### config.mk
export PLATFORM = sky130hd
export DESIGN_NAME = rf_ifm_win
export DESIGN_NICKNAME = d
export VERILOG_FILES = /design/src/rtl/ru_pkg.sv /design/src/rtl/rf_ifm_row.sv /design/src/rtl/rf_ifm_win.sv
export SDC_FILE = /design/constraint.sdc
export NUM_CORES = 1
export LEC_CHECK = 0
export CAP_MARGIN = 10
export CORE_MARGIN = 3
export CORE_UTILIZATION = 48
export CTS_CLUSTER_SIZE = 14
export DETAILED_ROUTE_END_ITERATION = 10
export PLACE_DENSITY = 0.9
export SLEW_MARGIN = 20
export SYNTH_ARGS = -nofsm -noshare
export SYNTH_HDL_FRONTEND = slang
export SYNTH_HIERARCHICAL = 1
export SYNTH_SLANG_ARGS = --single-unit
### constraint.sdc
create_clock -name clk -period 2.82 [get_ports clk]
set_input_delay 0.564 -clock clk [delete_from_list [all_inputs] [get_ports clk]]
set_output_delay 0.564 -clock clk [all_outputs]
set_load 0.02 [all_outputs]
### src/rtl/ru_pkg.sv
// Shared definitions for the IFM row-window slice: default lane width,
// window state encoding and the vertical stride clamp.
package ru_pkg;

    localparam int DW_DEF = 8;

    typedef enum logic [1:0] {
        EMPTY = 2'd0,
        FILL  = 2'd1,
        FULL  = 2'd2
    } win_state_e;

    // A stride of 0 would never refill the window, and more than K would
    // require discarding rows that were never seen, so clamp to [1, K].
    function automatic int unsigned stride_clamp(input logic [1:0] s, input int unsigned k);
        int unsigned v;
        v = {30'd0, s};
        if (v == 0) v = 1;
        if (v > k) v = k;
        return v;
    endfunction

endpackage

### src/rtl/rf_ifm_row.sv
// One IFM row register: synchronous clear and load enable.
module rf_ifm_row #(
    parameter int W = 64
) (
    input  logic         clk,
    input  logic         rstn,
    input  logic         clr,
    input  logic         load,
    input  logic [W-1:0] d,
    output logic [W-1:0] q
);

    always_ff @(posedge clk) begin
        if (!rstn) begin
            q <= '0;
        end else if (clr) begin
            q <= '0;
        end else if (load) begin
            q <= d;
        end
    end

endmodule

### src/rtl/rf_ifm_win.sv
// K-row sliding window over an IFM stream with a vertical stride.
// Handshakes: a transfer happens on a rising edge where valid & ready are both 1.
module rf_ifm_win
    import ru_pkg::*;
#(
    parameter int COL = 8,
    parameter int DW  = DW_DEF,
    parameter int K   = 3
) (
    input  logic                       clk,
    input  logic                       rstn,
    input  logic                       clr,
    input  logic [1:0]                 stride,
    input  logic signed [COL*DW-1:0]   in_data,
    input  logic                       in_valid,
    output logic                       in_ready,
    output logic signed [K*COL*DW-1:0] win_data,
    output logic                       win_valid,
    input  logic                       win_ready
);

    localparam int RW = COL * DW;
    localparam int NW = $clog2(K + 1);
    localparam logic [NW-1:0] NEED_K = NW'(K);

    logic [NW-1:0] need_q, need_d;
    logic [1:0]    stride_q;
    logic [NW-1:0] stride_eff;
    win_state_e    state_q, state_d;
    logic          accept, handshake;
    logic [RW-1:0] row_q [K];

    assign stride_eff = NW'(stride_clamp(stride_q, K));
    assign accept     = in_valid & in_ready;
    assign handshake  = win_valid & win_ready;

    // State always mirrors need: EMPTY at K, FULL at 0, FILL in between.
    assign win_valid = (state_q == FULL);
    assign in_ready  = (state_q != FULL);

    always_comb begin
        need_d  = need_q;
        state_d = state_q;
        if (clr) begin
            need_d = NEED_K;
        end else if (handshake) begin
            need_d = stride_eff;
        end else if (accept) begin
            need_d = need_q - 1'b1;
        end
        if (need_d == '0) begin
            state_d = FULL;
        end else if (need_d == NEED_K) begin
            state_d = EMPTY;
        end else begin
            state_d = FILL;
        end
    end

    always_ff @(posedge clk) begin
        if (!rstn) begin
            need_q   <= NEED_K;
            state_q  <= EMPTY;
            stride_q <= 2'd1;
        end else begin
            need_q  <= need_d;
            state_q <= state_d;
            if (clr) begin
                stride_q <= stride;
            end
        end
    end

    // Row i shifts from row i+1; the newest row enters at the top.
    for (genvar i = 0; i < K; i++) begin : g_row
        logic [RW-1:0] d;
        if (i == K - 1) begin : g_top
            assign d = in_data;
        end else begin : g_mid
            assign d = row_q[i+1];
        end
        rf_ifm_row #(.W(RW)) u_row (
            .clk  (clk),
            .rstn (rstn),
            .clr  (clr),
            .load (accept),
            .d    (d),
            .q    (row_q[i])
        );
        assign win_data[i*RW +: RW] = row_q[i];
    end

endmodule

==> results.md <==
Run status:
- The run finished with clean final reports.

Worst setup path:
- The element type at the critical path end is an output pin.
- For the worst setup path, the data arrival time is 1.72 ns.
- The number of buffers and inverters on the critical path is 1.
- The signal on the critical path passes through nand2b_1 > clkdlybuf4s50_1.
- In this run the worst path has a maximum fanout of 9.
- The maximum cell stage delay along the critical path is 0.68 ns.
- The origin of the critical flop-to-flop path is state_q[0].
- The critical path in this run is classified as register to output pin.
- At the worst endpoint, the required time is between 2 and 2.5 ns.
- The capture point of the worst reg-to-reg path is g_row[2].u_row/q[1].
- The category of cells accounting for the largest share of critical-path delay is buffers and inverters.
- The library cell contributing the largest single delay on the critical path is clkdlybuf4s50_1.
- Measured in cells, the most critical reg-to-reg path has a length of 5.
- For flop-to-flop paths, the worst setup slack is 0.96 ns.
- The kind of launch point of the worst setup path is a register.

Global routing:
- The overflow left after global routing is 0.
- The total routing resource utilization after global routing is 21.05%.
- The number of global-route vias before repair is ~5500.
- The initial antenna violation count is 0.
- Entering global routing, the biggest net connects 65 pins.
- The first-pass GRT wire length is approximately 28000 µm.

Placement:
- The count of buffers added on input and output ports is 264.
- The final RePlAce weighted congestion is 0.8171.
- The HPWL after detailed placement is 12120 µm.

Final layout:
- The share of final-layout standard cells stronger than drive strength 1 is 5.525%.
- The number of antenna diodes in the final layout is 0.
- Counting the fill cells in the layout gives 1055.
- The net total in the final layout is 981.
- The relative area change from synthesis to final layout is 44.86%.

Clock network:
- The number of clock sinks is 198.
- The clock tree from TritonCTS is done.
- The clock latency on the worst-skew pair is 0.42 ns.
- The H-tree generated during clock tree synthesis spans 4 levels.
- The count of instances resized after the clock tree is built is 0.
- The number of clock buffers added by TritonCTS is 17.
- The number of post-CTS setup repair buffers is 0.
- Clock-pin slew was measured on the worst setup and hold paths at about 0.070 ns.
- For this design, the CTS-stage hold fixing added 0 buffers.
- CTS placed an instance of clkbuf_16 at the clock tree root.
- The clock passes through at most 2 buffers.

Timing:
- Setup repair after global routing left no endpoint under its margin.
- The final critical delay including setup and external delays is ~2.3 ns.
- The count of final hold-check violations came to 0.
- Setup violations remaining at the end of the flow were counted as 0.
- The top achievable clock speed is between 400 and 500 MHz.
- The clock skew is 0.009951 ns.
- The total negative slack is 0 ns.
- In this run the tightest slew margin relative to its limit is 69.42%.
- The worst path uses 80.90% of the clock period.
- The count of final max-slew check failures came to 0.
- The slew of the pin with the lowest slew margin is 0.4587 ns.

Floorplanning:
- The region available for standard cell placement spans 0.01464 mm².
- From bottom edge to top edge, the die measures 128.7 µm.
- The horizontal die dimension is around 130 µm.
- The floorplan has 44 rows.
- The I/O pin count is 265.
- The area of the die is 0.01657 mm².
- The effective utilization at floorplan is between 40% and 50%.

Pwr:
- In this run the power spent charging and discharging nets is 1.334 mW.
- Across the VDD grid, the largest voltage drop is 0.0003798 V.
- In this run the power density over the cells is 555.8 mW/mm².
- The analysis attributes to cell leakage a power of 4.287 nW.
- The portion of total power attributed to combinational logic is a little under a tenth.
- The proportion of power drawn by the clock network is 41.5%.
- Sequential cells burn 49.4% of the power.
- The completed layout was analyzed and its total power is 5.821 mW.
- Net switching is between 20% and 30% of the power.
- Internal power comes to around 4.5 mW.

Drt:
- Wires add up to 17580 µm.
- The detail route stage leaves a number of antenna-violating nets equal to 0.
- The number of detailed-routing iterations run before antenna repair is 4.
- Dividing the detail-routed wire length by the instance count gives 15.88 µm.
- The starting DRC count in detailed routing is 191.
- The remaining design rule violation count is 0.
- Dividing the detail-routed via count by the number of cells gives 4.979.
- The detailed router placed between 5000 and 6000 vias in this run.

Synthesis:
- For this run, the number of Yosys warnings is 6.
- The number of instances in the synthesized netlist is 656.
- The biggest area contributor in the post-synthesis netlist is dfxtp_1.
- The number of nets in the synthesized netlist is 727.
- The proportion of synthesized chip area in sequential cells is 54.83%.
- The mapped netlist covers 0.007229 mm².
- A synthesized cell averages 11.02 µm².
- The synthesis-stage register bit count is 198.
- The share of synthesized area in the top cell type comes to 54.83%.
- By area the synthesized netlist is led by dfxtp_1, mux2i_1, nor2_1.
- The distinct cell type count after synthesis is 21.

Min path:
- The cell depth of the worst hold path is 2.
- The path class of the tightest hold or removal check is register to register.
- The worst hold path begins at g_row[0].u_row/q[60].
- For hold timing, the worst endpoint is g_row[0].u_row/q[60].

Flow run:
- The total of max-cap violations is 0.
cell usage in the layout, fill, tap and decap left out, types with 3 or more instances in the layout:
cell / instances
inv_6: 3
clkbuf_16: 17
a211oi_1: 3
nand2b_2: 3
inv_1: 5
clkdlybuf4s50_1: 264
buf_4: 9
dfxtp_1: 198
mux2i_1: 194
buf_12: 6
nor2_1: 195
clkinvlp_4: 4
synth_stat cells:
| library cell | number |
|---|---|
| nand2b_1 | 4 |
| nor2b_1 | 2 |
| inv_1 | 5 |
| clkbuf_2 | 3 |
| buf_2 | 19 |
| mux2i_1 | 194 |
| nand2_1 | 1 |
| and3b_1 | 1 |
| nor2_1 | 195 |
| buf_8 | 18 |
| a311o_1 | 1 |
| o21ai_0 | 2 |
| a211oi_1 | 3 |
| buf_6 | 4 |
| a32o_1 | 1 |
| a32o_2 | 1 |
| and2_1 | 1 |
| a2111oi_0 | 1 |
| o221a_1 | 1 |
| dfxtp_1 | 198 |
| a21o_1 | 1 |
stage by stage:
stage | cell area [µm²] | util [%] | hold WS (ns) | worst slack (ns) | std cells
CTS | 10470 | 71.51 | 0.4981 | 0.5411 | 1107
global placement | 9874 | 67.43 | 0.4716 | 0.5491 | 1075
detailed placement | 9874 | 67.43 | 0.4796 | 0.5174 | 1075
floorplan | 7229 | - | 0.4630 | 1.318 | 656
finish | 10470 | 71.51 | 0.4928 | 0.5386 | 1107
global route | 10470 | 71.51 | 0.5185 | 0.4243 | 1107
metal layers:
| layer | up-vias | part of all wire, % | track usage (%) |
|---|---|---|---|
| li1 | 2697 | - | - |
| met3 | 24 | 7.7 | 6.517 |
| met4 | 0 | 1.6 | 6.300 |
| met2 | 189 | 49 | 35.70 |
| met5 | - | 0 | 0 |
| met1 | 2602 | 42 | 25.76 |
registers in the layout, indices dropped and copies added (netlist names):
name	cells
stride_q	2
state_q	2
need_q	2
g_row.u_row/q	192
how the worst max path moves through the flow:
stage	endpoint	slack [ns]	cells after the start	start
finish	in_ready	0.54	2	state_q[0]
global route	win_valid	0.42	3	state_q[0]
CTS	in_ready	0.54	2	state_q[0]
detailed placement	g_row[0].u_row/q[17]	0.52	6	in_valid
global placement	g_row[1].u_row/q[61]	0.55	5	in_valid
floorplan	g_row[0].u_row/q[0]	1.32	7	state_q[0]
area by class of cell:
class / count / area, µm² / share of cell area [%]
Sequential cell: 198 / 3964 / 37.85
Multi-Input combinational cell: 409 / 2831 / 27.04
Inverter: 5 / 18.77 / 0.1792
Tap cell: 184 / 230.2 / 2.198
Timing Repair Buffer: 279 / 2830 / 27.03
Clock inverter: 12 / 141.4 / 1.350
Clock buffer: 20 / 456.7 / 4.361
kinds of logic after synthesis:
| family | count (synthesis) | share of synthesized area, % |
|---|---|---|
| simple gates | 204 | 10.90 |
| compound gates | 11 | 1.263 |
| flops | 198 | 54.83 |
| mux | 194 | 26.86 |
| buf+inv | 49 | 6.144 |
power groups by stage:
stage          combinational (mW)  sequential (mW)  clock, mW
6_report                    0.529             2.87       2.42
3_5_place_dp                0.529             2.94          0
2_1_floorplan               0.279             2.98          0
4_1_cts                     0.532             2.87       2.47
3_3_place_gp                0.524             2.94          0
5_1_grt                     0.565             2.88       2.57
worst register-to-register path, stage by stage (launching register included):
cell      delay (ns)
dfxtp_1         0.32
nand2b_1        0.31
and2_4          0.34
buf_12          0.39
mux2i_1         0.33
nor2_1          0.05
No activity file was read; power rests on OpenSTA's default activity.
